<file path="src/rtl/spi_master_ctrl_if.sv">
// Bundle of the request/response handshake and the SPI pins of spi_master_ctrl.
// master is the controller's view; slave is the view of whatever drives and observes it.
interface spi_master_ctrl_if #(
  parameter int unsigned WIDTH = 8
);
  logic             start;
  logic [WIDTH-1:0] txData;
  logic             busy;
  logic             done;
  logic [WIDTH-1:0] rxData;
  logic             CS_n;
  logic             SCLK;
  logic             MOSI;
  logic             MISO;

  modport master (
    input  start, txData, MISO,
    output busy, done, rxData, CS_n, SCLK, MOSI
  );

  modport slave (
    output start, txData, MISO,
    input  busy, done, rxData, CS_n, SCLK, MOSI
  );
endinterface

</file>
<file path="src/rtl/spi_master_ctrl.sv">
// SPI mode-0 master: one WIDTH-bit MSB-first frame per accepted start, slow explicit SCLK
// phases so a slave that synchronises SCLK/MOSI has settled MISO before it is sampled.
module spi_master_ctrl #(
  parameter int unsigned WIDTH   = 8,
  parameter int unsigned CLK_DIV = 4
) (
  input logic               clk,
  input logic               rst,
  spi_master_ctrl_if.master bus
);

  localparam int unsigned CntW = (CLK_DIV > 1) ? $clog2(CLK_DIV) : 1;
  localparam int unsigned BitW = (WIDTH > 1) ? $clog2(WIDTH) : 1;
  localparam logic [CntW-1:0] CntLast = CntW'(CLK_DIV - 1);
  localparam logic [BitW-1:0] BitLast = BitW'(WIDTH - 1);

  typedef enum logic [2:0] {StIdle, StSetup, StHigh, StLow, StHold, StGap} state_e;

  state_e            state_q, state_d;
  logic [CntW-1:0]   cnt_q, cnt_d;
  logic [BitW-1:0]   bit_q, bit_d;
  logic [WIDTH-1:0]  tx_q, tx_d;
  logic [WIDTH-1:0]  rx_q, rx_d;
  logic [WIDTH-1:0]  rx_data_q, rx_data_d;
  logic              cs_n_q, cs_n_d;
  logic              sclk_q, sclk_d;
  logic              mosi_q, mosi_d;
  logic              busy_q, busy_d;
  logic              done_q, done_d;
  logic              miso_s1_q, miso_s2_q;
  logic              phase_last;

  assign phase_last = (cnt_q == CntLast);

  // MISO is a raw pin from another clock domain.
  always_ff @(posedge clk or posedge rst) begin
    if (rst) begin
      miso_s1_q <= 1'b0;
      miso_s2_q <= 1'b0;
    end else begin
      miso_s1_q <= bus.MISO;
      miso_s2_q <= miso_s1_q;
    end
  end

  always_ff @(posedge clk or posedge rst) begin
    if (rst) begin
      state_q   <= StIdle;
      cnt_q     <= '0;
      bit_q     <= '0;
      tx_q      <= '0;
      rx_q      <= '0;
      rx_data_q <= '0;
      cs_n_q    <= 1'b1;
      sclk_q    <= 1'b0;
      mosi_q    <= 1'b0;
      busy_q    <= 1'b0;
      done_q    <= 1'b0;
    end else begin
      state_q   <= state_d;
      cnt_q     <= cnt_d;
      bit_q     <= bit_d;
      tx_q      <= tx_d;
      rx_q      <= rx_d;
      rx_data_q <= rx_data_d;
      cs_n_q    <= cs_n_d;
      sclk_q    <= sclk_d;
      mosi_q    <= mosi_d;
      busy_q    <= busy_d;
      done_q    <= done_d;
    end
  end

  // Pin outputs are registered from the next state, so they change in step with the FSM.
  always_comb begin
    state_d   = state_q;
    cnt_d     = phase_last ? '0 : cnt_q + 1'b1;
    bit_d     = bit_q;
    tx_d      = tx_q;
    rx_d      = rx_q;
    rx_data_d = rx_data_q;
    cs_n_d    = cs_n_q;
    sclk_d    = sclk_q;
    mosi_d    = mosi_q;
    busy_d    = busy_q;
    done_d    = 1'b0;

    unique case (state_q)
      StIdle: begin
        cnt_d = '0;
        if (bus.start) begin
          state_d = StSetup;
          tx_d    = bus.txData;
          bit_d   = '0;
          cs_n_d  = 1'b0;
          sclk_d  = 1'b0;
          mosi_d  = bus.txData[WIDTH-1];
          busy_d  = 1'b1;
        end
      end
      StSetup: begin
        if (phase_last) begin
          state_d = StHigh;
          sclk_d  = 1'b1;
        end
      end
      StHigh: begin
        if (phase_last) begin
          rx_d   = {rx_q[WIDTH-2:0], miso_s2_q};
          sclk_d = 1'b0;
          if (bit_q == BitLast) begin
            state_d = StHold;
          end else begin
            state_d = StLow;
            tx_d    = tx_q << 1;
            mosi_d  = tx_q[WIDTH-2];
            bit_d   = bit_q + 1'b1;
          end
        end
      end
      StLow: begin
        if (phase_last) begin
          state_d = StHigh;
          sclk_d  = 1'b1;
        end
      end
      StHold: begin
        if (phase_last) begin
          state_d = StGap;
          cs_n_d  = 1'b1;
          mosi_d  = 1'b0;
        end
      end
      StGap: begin
        if (phase_last) begin
          state_d   = StIdle;
          busy_d    = 1'b0;
          done_d    = 1'b1;
          rx_data_d = rx_q;
        end
      end
      default: state_d = StIdle;
    endcase
  end

  assign bus.CS_n   = cs_n_q;
  assign bus.SCLK   = sclk_q;
  assign bus.MOSI   = mosi_q;
  assign bus.busy   = busy_q;
  assign bus.done   = done_q;
  assign bus.rxData = rx_data_q;

endmodule

</file>
<file path="src/flat_wrapper.sv">
// flat-port wrapper written by rule: the top's interface ports become plain ports
module spi_master_ctrl_flat 
#(
  parameter int unsigned WIDTH   = 8,
  parameter int unsigned CLK_DIV = 4
)
  (clk, rst, bus_start, bus_txData, bus_MISO, bus_busy, bus_done, bus_rxData, bus_CS_n, bus_SCLK, bus_MOSI);
  spi_master_ctrl_if #(.WIDTH(WIDTH)) bus_i ();
  input logic clk;
  input logic rst;
  input wire logic [$bits(bus_i.start)-1:0] bus_start;
  input wire logic [$bits(bus_i.txData)-1:0] bus_txData;
  input wire logic [$bits(bus_i.MISO)-1:0] bus_MISO;
  output wire logic [$bits(bus_i.busy)-1:0] bus_busy;
  output wire logic [$bits(bus_i.done)-1:0] bus_done;
  output wire logic [$bits(bus_i.rxData)-1:0] bus_rxData;
  output wire logic [$bits(bus_i.CS_n)-1:0] bus_CS_n;
  output wire logic [$bits(bus_i.SCLK)-1:0] bus_SCLK;
  output wire logic [$bits(bus_i.MOSI)-1:0] bus_MOSI;
  assign bus_i.start = bus_start;
  assign bus_i.txData = bus_txData;
  assign bus_i.MISO = bus_MISO;
  assign bus_busy = bus_i.busy;
  assign bus_done = bus_i.done;
  assign bus_rxData = bus_i.rxData;
  assign bus_CS_n = bus_i.CS_n;
  assign bus_SCLK = bus_i.SCLK;
  assign bus_MOSI = bus_i.MOSI;
  spi_master_ctrl #(.WIDTH(WIDTH), .CLK_DIV(CLK_DIV)) u_core (.clk(clk), .rst(rst), .bus(bus_i));
endmodule
</file>
<file path="config.mk">
export PLATFORM = sky130hd
export DESIGN_NAME = spi_master_ctrl_flat
export DESIGN_NICKNAME = d
export VERILOG_FILES = /design/src/rtl/spi_master_ctrl_if.sv /design/src/rtl/spi_master_ctrl.sv /design/src/flat_wrapper.sv
export SDC_FILE = /design/constraint.sdc
export NUM_CORES = 1
export LEC_CHECK = 0
export ABC_CLOCK_PERIOD_IN_PS = 4300
export CAP_MARGIN = 20
export CELL_PAD_IN_SITES_DETAIL_PLACEMENT = 1
export CELL_PAD_IN_SITES_GLOBAL_PLACEMENT = 2
export CORE_ASPECT_RATIO = 0.7
export CORE_MARGIN = 4
export CORE_UTILIZATION = 35
export DETAILED_ROUTE_END_ITERATION = 16
export DONT_BUFFER_PORTS = 1
export PLACE_DENSITY = 0.76
export SYNTH_ARGS = -nofsm -noshare
export SYNTH_HDL_FRONTEND = slang
export SYNTH_SLANG_ARGS = --single-unit
</file>
<file path="constraint.sdc">
create_clock -name clk -period 4.3 [get_ports clk]
set_clock_uncertainty 0.1 [all_clocks]
set_input_delay 1.29 -clock clk [delete_from_list [all_inputs] [get_ports clk]]
set_output_delay 1.29 -clock clk [all_outputs]
set_load 0.02 [all_outputs]
</file>
# After elaboration in Yosys (flattened, before gate mapping)
# Index checks and enable logic that the tools add are counted.
[totals]
elab_cells = 73
ram_bits = 0
mem_bits_ro = 0
inputBits = 12
latch_bits = 0
n_memories = 0
reg_bits = 38
[op_classes]
div = 0
mul = 0
magnitude_cmp = 0
shift = 0
n_bitwise = 0
eq_ne = 13
n_mux = 30
n_reduce_logical = 15
addsub = 2
[op_table]
columns = ["operator", "n"]
rows = [
  ["$mux 3", 9],
  ["$mux 7", 3],
  ["$pmux 3 s5", 1],
  ["$pmux 7 s2", 1],
  ["$reduce_and 5->1", 2],
  ["$eq 3x3->1 const B", 3],
  ["$mux 1", 9],
  ["$ne 2x1->1 const B", 4],
  ["$reduce_and 4->1", 2],
  ["$eq 3x2->1 const B", 2],
  ["$pmux 1 s3", 2],
  ["$pmux 3 s2", 1],
  ["$reduce_and 3->1", 2],
  ["$reduce_bool 2->1", 3],
  ["$reduce_bool 3->1", 2],
  ["$mux 2", 2],
  ["$ne 2x2->1 const B", 2],
  ["$pmux 1 s2", 2],
  ["$reduce_and 2->1", 2],
  ["$add 3x1->3 const B", 1],
  ["$eq 3x1->1 const B", 1],
  ["$logic_not 3->1", 1],
  ["$add 2x1->2 const B", 1],
  ["$eq 2x2->1 const B", 1],
  ["$reduce_or 2->1", 1],
]

# Depth between registers and ports, before layout
[logic_depth]
word_depth = 4
ltp_mapped = 5
depth_no_buf = 5

# Least setup slack after synthesis
# Ideal clock, no wire load.
[synth_path]
path_kind = "in2reg"
start = "input port bus_start"
end = "register u_core.tx_q[0]"
slack_ps = 1912
setup_ps = 125
cell_stages = 3
arrival_time_ps = 2163
cell_sequence = "nand2b_1 -> a211oi_4 -> mux2_2"
[synth_via]
elab_chain_cells = 2
[synth_rtl]
columns = ["element", "line_no", "source"]
rows = [
  ["from (decl)", "flat_wrapper.sv:11", "input wire logic [$bits(bus_i.start)-1:0] bus_start;"],
  ["$ne 2x2->1 (no source line)", "--", ""],
  ["$reduce_and 4->1 (no source line)", "--", ""],
  ["to (signal assigned)", "spi_master_ctrl.sv:63", "tx_q <= tx_d;"],
  ["to (decl)", "spi_master_ctrl.sv:22", "logic [WIDTH-1:0] tx_q, tx_d;"],
]
# Every way passes these cells.
# A chain may end at the register's enable or synchronous reset.

# Worst setup path after layout
[layout_path]
start = "register u_core.cnt_q[0]"
end = "register u_core.rx_q[1]"
[layout_via]
elab_chain_cells = 2
[layout_rtl]
columns = ["element", "line_no", "source"]
rows = [
  ["from (decl)", "spi_master_ctrl.sv:20", "logic [CntW-1:0] cnt_q, cnt_d;"],
  ["from (signal assigned)", "spi_master_ctrl.sv:61", "cnt_q <= cnt_d;"],
  ["$eq 2x2->1", "spi_master_ctrl.sv:33", "assign phase_last = (cnt_q == CntLast);"],
  ["$reduce_and 2->1 (no source line)", "--", ""],
  ["to (signal assigned)", "spi_master_ctrl.sv:64", "rx_q <= rx_d;"],
  ["to (decl)", "spi_master_ctrl.sv:23", "logic [WIDTH-1:0] rx_q, rx_d;"],
]
# Every way passes these cells.

==> qor.csv <==
metric;value;unit
die width;91.1;um
f_max;432;MHz
Max clock buf depth;2;
Avg Inst Size Synth;13.0;um2
final antenna-violating net count;0;
CP max FO;12;
Final Cell Area;1870;um2
Cell Area, Placed;1730;um2
pin count of the biggest net entering global routing;39;
DP Worst Slack;1.78;ns
drt total wl;3.14;mm
PwrDens;683;nW/um2
DP HPWL;2.22;mm
CTS Hold Bufs;0;
DRC Markers;0;
final core occ;41.5;%
Worst Path Required;4.38;ns
fin. max-slew vios;0;
vias per cell;5.20;
Hold Vio Cnt, Final;0;
post-layout min period;2.32;ns
initial core utilization;37.5;%
share of cells above drive strength 1;32.3;%
synth unique cells;29;
Port-buffer cells;0;
Post-Synthesis Cells;130;
Ys Warns;0;
Worst path slowest cell;nor2b_1;
Mapped Area;1690;um2
H-Tree Depth;2;
CTS tree;yes;
crit path setup slack, layout;1.98;ns
Total Routing Usage GR;12.1;%
nets@finish;147;
clock root buffer;clkbuf_8;
class of the worst hold path;register to register;
fin cells;188;
die height;66.1;um
initial antenna violation count;0;
WL per Instance;16.7;um
global-route wire length before repair;5.59;mm
final hold slack;0.261;ns
Seq/Total Area, Yosys;56.3;%
Max VDD drop;243;uV
P&R area growth vs syn;10.6;%
iteration-0 DRC count of the detailed router;29;
Final GP Congestion;0.718;
CP Cell Sequence;ha_1 -> and3b_1 -> nor2b_1 -> mux2_2;
max cap viols;0;
Die Area;6020;um2
TritonCTS Buffers;5;
Setup violations, final;0;
Via Count;977;
Sum Neg Setup Slack;0;ns
Seq pwr share;43.8;%
CP arrival;2.39;ns
# IOs;25;
Seq cells post-synth;38;
row cnt;20;
post-cts resize count;0;
clk sink count;38;
DRT Pass-1 Iters;4;
ant diodes;0;
post-CTS setup buffer count;0;
RSZ-0062 raised after global routing;false;
critical path class;register to register;
status;finished clean;
Net Switching;390;uW
Logic pwr share;27.9;%
Cells after DPL;180;
Buf/Inv on CP;0;
syn nets;145;
via count of the first global-routing pass;1115;
internal power;886;uW
total power;1.28;mW
slowest stage delay, CP;0.63;ns
clock network power share;28.3;%
Clock transition at path regs;0.08;ns
sw frac;30.6;%
CORE AREA;4500;um2
final worst path period share;53.9;%
critical path launch point type;register;
worst-margin pin slew;0.749;ns
Setup crit end kind;register;
Clock Latency Late Sink;0.29;ns
Slew HR;50.0;%
Crit path max-delay family;simple AND/OR/NAND/NOR gates;
Leak;0.863;nW
total gr overflow;0;
## Yosys cell counts (all sizes together)
library cell / n / area (um2)
a211o: 1 / 8.76
a211oi: 1 / 20.0
a21o: 1 / 7.51
a21oi: 2 / 10.0
a22o: 1 / 8.76
a22oi: 2 / 15.0
and3: 1 / 6.26
and3b: 1 / 8.76
buf: 5 / 31.3
clkbuf: 1 / 3.75
dfrtp: 37 / 926
dfstp: 1 / 26.3
ha: 3 / 37.5
inv: 6 / 22.5
mux2: 31 / 349
mux2i: 3 / 30.0
nand2: 7 / 26.3
nand2b: 2 / 12.5
nand3: 3 / 15.0
nand3b: 1 / 7.51
nor2: 4 / 15.0
nor2b: 5 / 31.3
nor3: 2 / 10.0
nor3b: 1 / 12.5
nor4bb: 1 / 10.0
o21ai: 5 / 25.0
o21bai: 1 / 7.51
o22ai: 1 / 6.26
## power by group through the flow
stage / clock, mW / combinational (mW) / sequential (mW)
4_1_cts: 0.375 / 0.367 / 0.563
5_1_grt: 0.391 / 0.401 / 0.580
3_5_place_dp: 0 / 0.362 / 0.570
2_1_floorplan: 0 / 0.325 / 0.520
3_3_place_gp: 0 / 0.338 / 0.561
6_report: 0.361 / 0.355 / 0.559
## flip-flops by register name, summed over array words and instances, names as in the netlist
name	flops
u_core.bit_q	3
u_core.bus.rxData	8
u_core.cnt_q	2
u_core.rx_q	8
u_core.miso_s2_q	1
u_core.bus.SCLK	1
u_core.bus.CS_n	1
u_core.bus.MOSI	1
u_core.miso_s1_q	1
u_core.state_q	3
u_core.bus.done	1
u_core.bus.busy	1
u_core.tx_q	7
## layout by cell type, fill, tap and decap left out, drive strengths merged, types with 2 or more instances in the layout
cell type  count
a21oi          2
a22oi          2
bufinv         2
clkbuf         5
dfrtp         37
ha             3
inv            6
mux2          31
mux2i          3
nand2          7
nand2b         2
nand3          3
nor2           4
nor2b          5
nor3           2
o21ai          5
## cell type report
cell class	count	area (um2)
flip-flops and latches	38	952
repair buffers	1	7.51
clock inverters	3	68.8
inverters	6	22.5
clock buffers	5	68.8
well taps	55	68.8
fillers	498	2640
multi-input cells	80	681
## cells by family (layout without fill, tap and decap cells)
| family | count (synthesis) | after routing | synth area share, % |
|---|---|---|---|
| mux | 34 | 34 | 22.4 |
| fa+ha+maj | 3 | 3 | 2.22 |
| flops | 38 | 38 | 56.3 |
| simple gates | 28 | 28 | 9.18 |
| compound gates | 15 | 15 | 6.44 |
| buf+inv | 12 | 15 | 3.40 |
## final timing paths
path                                   from                to  slack, ns  depth (start not counted)
max                         u_core.cnt_q[0]    u_core.rx_q[1]       1.98                          4
min                        u_core.miso_s1_q  u_core.miso_s2_q       0.26                          0
max reg2reg                 u_core.cnt_q[0]    u_core.rx_q[1]       1.98                          4
min reg2reg                u_core.miso_s1_q  u_core.miso_s2_q       0.26                          0
max in group asynchronous               rst   u_core.bus.CS_n       2.84                          2
min in group asynchronous               rst  u_core.miso_s1_q       0.90                          2
## metal layers
metal	part of all wire, %	wire length [um]	GRT usage, %	up-vias
met5	0	0	0	-
met4	1.1	36	4.51	0
met3	6.6	208	5.69	5
met2	47	1460	19.0	15
met1	45	1430	14.6	498
li1	-	-	-	459
Power figures use the tool's default switching activity.
==> variant 1 (config.mk and constraints unchanged) <==
Re-encode `state_e` (6 states) as one-hot, 6 bits wide.
--- a/src/rtl/spi_master_ctrl.sv
+++ b/src/rtl/spi_master_ctrl.sv
@@ -14,7 +14,7 @@
   localparam logic [CntW-1:0] CntLast = CntW'(CLK_DIV - 1);
   localparam logic [BitW-1:0] BitLast = BitW'(WIDTH - 1);
 
-  typedef enum logic [2:0] {StIdle, StSetup, StHigh, StLow, StHold, StGap} state_e;
+  typedef enum logic [5:0] {StIdle = 6'b000001, StSetup = 6'b000010, StHigh = 6'b000100, StLow = 6'b001000, StHold = 6'b010000, StGap = 6'b100000} state_e;
 
   state_e            state_q, state_d;
   logic [CntW-1:0]   cnt_q, cnt_d;
Formal check against the unedited RTL: no difference found for any inputs over 10 cycles, from zero or initial values and one cycle with rst high; not proved beyond that.
==> variant 1 against the original RTL <==
Utilization is 2.0 points lower. Synthesized area is 13% higher. Non-clock buffer count stayed put. Routed wire length is 32% higher. Synthesized cell count is 20% higher. Sequential cell count is 3 higher. Die area is 11% higher. Global-route usage is 1.5 points higher. Register-to-register slack better by 0.20 ns. Setup slack better by 0.030 ns. Worst hold slack worse by 0.0039 ns. Design area is 11% higher. Largest cell class unchanged.
Power is not compared: it rests on default switching activity, and its combinational part moved more than twofold at a synthesized area within 25%.
==> variant 1: results (changes against the original RTL) <==
| Metric | Value |
|---|---|
| Synth top area cells | `dfrtp_1 51%, mux2_2 10%, mux2i_1 3.1%` |
| Setup slack, reg-to-reg | `2.18 ns (+0.20 ns)` |
| Cell total after placement | `222 (+23%)` |
| Met2 WL | `2100 um (+44%)` |
| Detailed Route Iter0 Violations | `79 (+170%)` |
| Tcrit/Tclk final | `53.2% (-0.69 points)` |
| Synth Area in Adders | `1.97% (-0.25 points)` |
| Post-Syn Area per Cell | `12.2 um^2 (-6.0%)` |
| Post-cts resize count | `0 (unchanged)` |
| Netlist cell types | `44 (+52%)` |
| CTS Buffer Depth | `2 (unchanged)` |
| Met2 GRT Util | `22.3% (+3.4 points)` |
| Critical Path AT | `0.90 ns (-1.49 ns)` |
| Share of cells above drive strength 1 | `24.1% (-8.3 points)` |
| Status | `complete, no violations` |
| Seq/Total Area, Yosys | `53.9% (-2.4 points)` |
| Vias per cell | `5.25 (+0.98%)` |
| Pre-CTS WS | `1.92 ns (+0.145 ns)` |
| WL final | `4140 um (+32%)` |
| Post-Syn Nets | `171 (+18%)` |
| Worst r2r dst | `u_core.bus.rxData[4]$_DFFE_PP0P_` |
| Multiplexer area fraction after synthesis | `13.8% (-8.6 points)` |
| Commonest cells post-synth | `39 x dfrtp_1, 17 x mux2_2, 11 x nor2_1, 11 x o21ai_0, 10 x nand2_1` |
| XOR/XNOR Fraction of Synth Area | `1.38% (+1.4 points)` |
| All-layer global routing usage | `13.6% (+1.5 points)` |
| Layout Cells excl Fill | `230 (+22%)` |
| GPL Wtd Cong | `0.822 (+15%)` |
| Worst setup path end | `bus_CS_n` |
| Metal3 WL | `198 um (-4.8%)` |
| Critical Path Source | `u_core.bus.CS_n$_DFFE_PP1P_` |
| Critical path fanouts, max | `2 (-10)` |
variant 1: cell types whose count changed in the layout (fill, tap and decap cells not counted), moves of 3 or more:
| cell | unedited run | this run |
|---|---|---|
| o21ai_1 | 0 | 4 |
| mux2i_1 | 3 | 6 |
| nor2_1 | 4 | 11 |
| nand2_1 | 7 | 10 |
| mux2_2 | 31 | 17 |
| o21ai_0 | 5 | 11 |
| inv_1 | 6 | 2 |
variant 1: cell families after synthesis:
logic type	count (synthesis)
fa+ha+maj	3
compound gates	35
buf+inv	9
mux	24
simple gates	41
xor+xnor	3
flops	41
variant 1: where the power goes:
part           total (mW)  switching (mW)  internal (mW)
Clock               0.362           0.131          0.231
Sequential          0.392         0.00254          0.389
Combinational      0.0114         0.00824        0.00317
Total               0.765           0.142          0.623
variant 1: cell type report:
class	count	area (um^2)
Tap cell	72	90.1
Fill cell	553	3180
Clock buffer	5	68.8
Inverter	2	7.51
Sequential cell	41	1030
Clock inverter	3	65.1
Timing Repair Buffer	1	7.51
Multi-Input combinational cell	106	808
variant 1: worst min-delay path by stage:
stage,cells after the start,end,startpoint,slack (ns)
5_1_grt,0,u_core.miso_s2_q$_DFF_PP0_,u_core.miso_s1_q$_DFF_PP0_,0.28
4_1_cts,0,u_core.miso_s2_q$_DFF_PP0_,u_core.miso_s1_q$_DFF_PP0_,0.26
3_3_place_gp,0,u_core.miso_s2_q$_DFF_PP0_,u_core.miso_s1_q$_DFF_PP0_,0.24
2_1_floorplan,0,u_core.miso_s2_q$_DFF_PP0_,u_core.miso_s1_q$_DFF_PP0_,0.23
3_5_place_dp,0,u_core.miso_s2_q$_DFF_PP0_,u_core.miso_s1_q$_DFF_PP0_,0.25
6_report,0,u_core.miso_s2_q$_DFF_PP0_,u_core.miso_s1_q$_DFF_PP0_,0.26
==> variant 2 (same settings) <==
Made on the original files. `WIDTH` is set to 8 in 3 places; all go to 32.
--- a/src/rtl/spi_master_ctrl_if.sv
+++ b/src/rtl/spi_master_ctrl_if.sv
@@ -1,7 +1,7 @@
 // Bundle of the request/response handshake and the SPI pins of spi_master_ctrl.
 // master is the controller's view; slave is the view of whatever drives and observes it.
 interface spi_master_ctrl_if #(
-  parameter int unsigned WIDTH = 8
+  parameter int unsigned WIDTH = 32
 );
   logic             start;
   logic [WIDTH-1:0] txData;
--- a/src/rtl/spi_master_ctrl.sv
+++ b/src/rtl/spi_master_ctrl.sv
@@ -1,7 +1,7 @@
 // SPI mode-0 master: one WIDTH-bit MSB-first frame per accepted start, slow explicit SCLK
 // phases so a slave that synchronises SCLK/MOSI has settled MISO before it is sampled.
 module spi_master_ctrl #(
-  parameter int unsigned WIDTH   = 8,
+  parameter int unsigned WIDTH   = 32,
   parameter int unsigned CLK_DIV = 4
 ) (
   input logic               clk,
--- a/src/flat_wrapper.sv
+++ b/src/flat_wrapper.sv
@@ -1,7 +1,7 @@
 // flat-port wrapper written by rule: the top's interface ports become plain ports
 module spi_master_ctrl_flat 
 #(
-  parameter int unsigned WIDTH   = 8,
+  parameter int unsigned WIDTH   = 32,
   parameter int unsigned CLK_DIV = 4
 )
   (clk, rst, bus_start, bus_txData, bus_MISO, bus_busy, bus_done, bus_rxData, bus_CS_n, bus_SCLK, bus_MOSI);
Interface: changed (resized bus_rxData and bus_txData); port bits go from 25 to 73. No check against the original RTL was run, so the function may have changed too.
==> variant 2 against the original RTL <==
Sequential cell count is 74 higher. Design area rose to 2.9 times the old value. Power up 61%. Synthesized area rose to 2.9 times the old value. Routed wire length rose to 2.9 times the old value. Via count grew to 2.6 times the old value. Non-clock buffer count rose by 3. Setup slack worse by 0.45 ns. Critical endpoint is now u_core.bit_q[1]$_DFFE_PP0P_. Largest power group unchanged. Highest routed layer is now met5.
==> variant 2: results (changes against the original RTL) <==
| Metric | Value |
|---|---|
| Share of cells above drive strength 1 | `37.7% (+5.4 points)` |
| First-pass GRT wire length | `15400 um (+180%)` |
| # diodes | `0 (unchanged)` |
| Layout Cells excl Fill | `511 (+170%)` |
| Post-Syn Area per Cell | `15.1 um^2 (+17%)` |
| Post-cts resize count | `0 (unchanged)` |
| Multiplexer area fraction after synthesis | `31.7% (+9.2 points)` |
| Worst hold path type | `reg -> reg` |
| Synth Warn # | `0 (unchanged)` |
| Critical path fanouts, max | `31 (+19)` |
| CTS Buf Count | `9 (+4)` |
| Cell total after placement | `495 (+180%)` |
| Root Buffer | `clkbuf_16` |
| Seq/Total Area, Yosys | `57.1% (+0.80 points)` |
| Netlist cell types | `38 (+31%)` |
| Detailed Route Iter0 Violations | `68 (+130%)` |
| H-tree depth | `3 (+1)` |
| Post-CTS setup buffers | `0 (unchanged)` |
| Worst-skew pair later-pin latency | `0.35 ns (+0.06 ns)` |
| Max VDD drop | `0.000161 V (-34%)` |
| DP Wirelength | `6060 um (+170%)` |
| Critical Path AT | `2.94 ns (+0.55 ns)` |
| Synth top area cells | `dfrtp_1 57%, mux2_2 15%, mux2_4 8.6%` |
| Initial antenna violation count | `1 (+1)` |
| All-layer global routing usage | `12.1% (-0.030 points)` |
| Fraction of the mapped netlist area in compound gates | `2.83% (-3.6 points)` |
| Commonest cells post-synth | `111 x dfrtp_1, 65 x mux2_2, 33 x mux2_1` |
| Synth Area in Adders | `0.765% (-1.5 points)` |
| Largest net degree at the start of global routing | `74 (+90%)` |
| Post-Syn Nets | `363 (+150%)` |
| Vias per cell | `4.89 (-5.9%)` |
| CP delay by family, top | `compound AO/OA/AOI/OAI gates` |
| Worst-path clk slew | `0.08 ns (about the same)` |
| Ys async rst share | `100% (unchanged)` |
| Vias in the first global route | `2804 (+150%)` |
| IO buf count | `0 (unchanged)` |
| Wire per inst | `17.7 um (+6.2%)` |
| Max incr delay on CP | `0.82 ns (+0.19 ns)` |
| Status | `complete, no violations` |
| CTS Buffer Depth | `2 (unchanged)` |
| Leakage | `2.53 nW (+190%)` |
| Placed inst area | `0.00505 mm^2 (+190%)` |
| Pre-CTS WS | `1.33 ns (-0.445 ns)` |
| Number of detailed-route iterations in the first pass | `4 (unchanged)` |
| XOR/XNOR Fraction of Synth Area | `0% (unchanged)` |
| Tightest Pin Transition | `1.00 ns (+0.252 ns)` |
| GPL Wtd Cong | `0.724 (+0.93%)` |
| Slowest CP cell | `a21oi_4` |
variant 2: cells by family (layout without fill, tap and decap cells):
kind of cell	Yosys count	after routing
AOI/OAI and AO/OA	18	18
adders and majority gates	3	3
buffers and inverters	29	31
DFF	112	112
muxes	129	129
and+or+nand+nor	33	33
variant 2: final timing paths:
kind	start	slack [ns]	cells past startpoint	endpoint
min in group asynchronous	rst	0.87	1	u_core.tx_q[23]$_DFFE_PP0P_
setup / recovery	u_core.bit_q[0]$_DFFE_PP0P_	1.53	8	u_core.bit_q[1]$_DFFE_PP0P_
setup reg to reg	u_core.bit_q[0]$_DFFE_PP0P_	1.53	8	u_core.bit_q[1]$_DFFE_PP0P_
hold / removal	u_core.miso_s1_q$_DFF_PP0_	0.27	0	u_core.miso_s2_q$_DFF_PP0_
max in group asynchronous	rst	2.35	2	u_core.bus.CS_n$_DFFE_PP1P_
hold reg to reg	u_core.miso_s1_q$_DFF_PP0_	0.27	0	u_core.miso_s2_q$_DFF_PP0_
variant 2: layer usage:
metal  up-vias  routed length (um)  share of wire [%]  track usage (%)
met5         -                  20               0.22                0
met4         2                 109                1.2             3.53
met3        11                 477                5.3             4.44
met2        41                4240                 47             19.2
met1      1300                4210                 46             15.5
li1       1144                   -                  -                -
variant 2: layout make-up:
type	instances	area [um^2]
inverter	11	45.0
tap	185	231
multi-input combinational	183	1930
clock buffer	9	225
clock inverter	7	81.3
fill	1391	8080
sequential	112	2800
timing repair buffer	4	42.5
variant 2: power breakdown:
group          switching, mW  internal [mW]
registers             0.0249           1.08
clock network          0.426          0.419
logic                 0.0450         0.0482
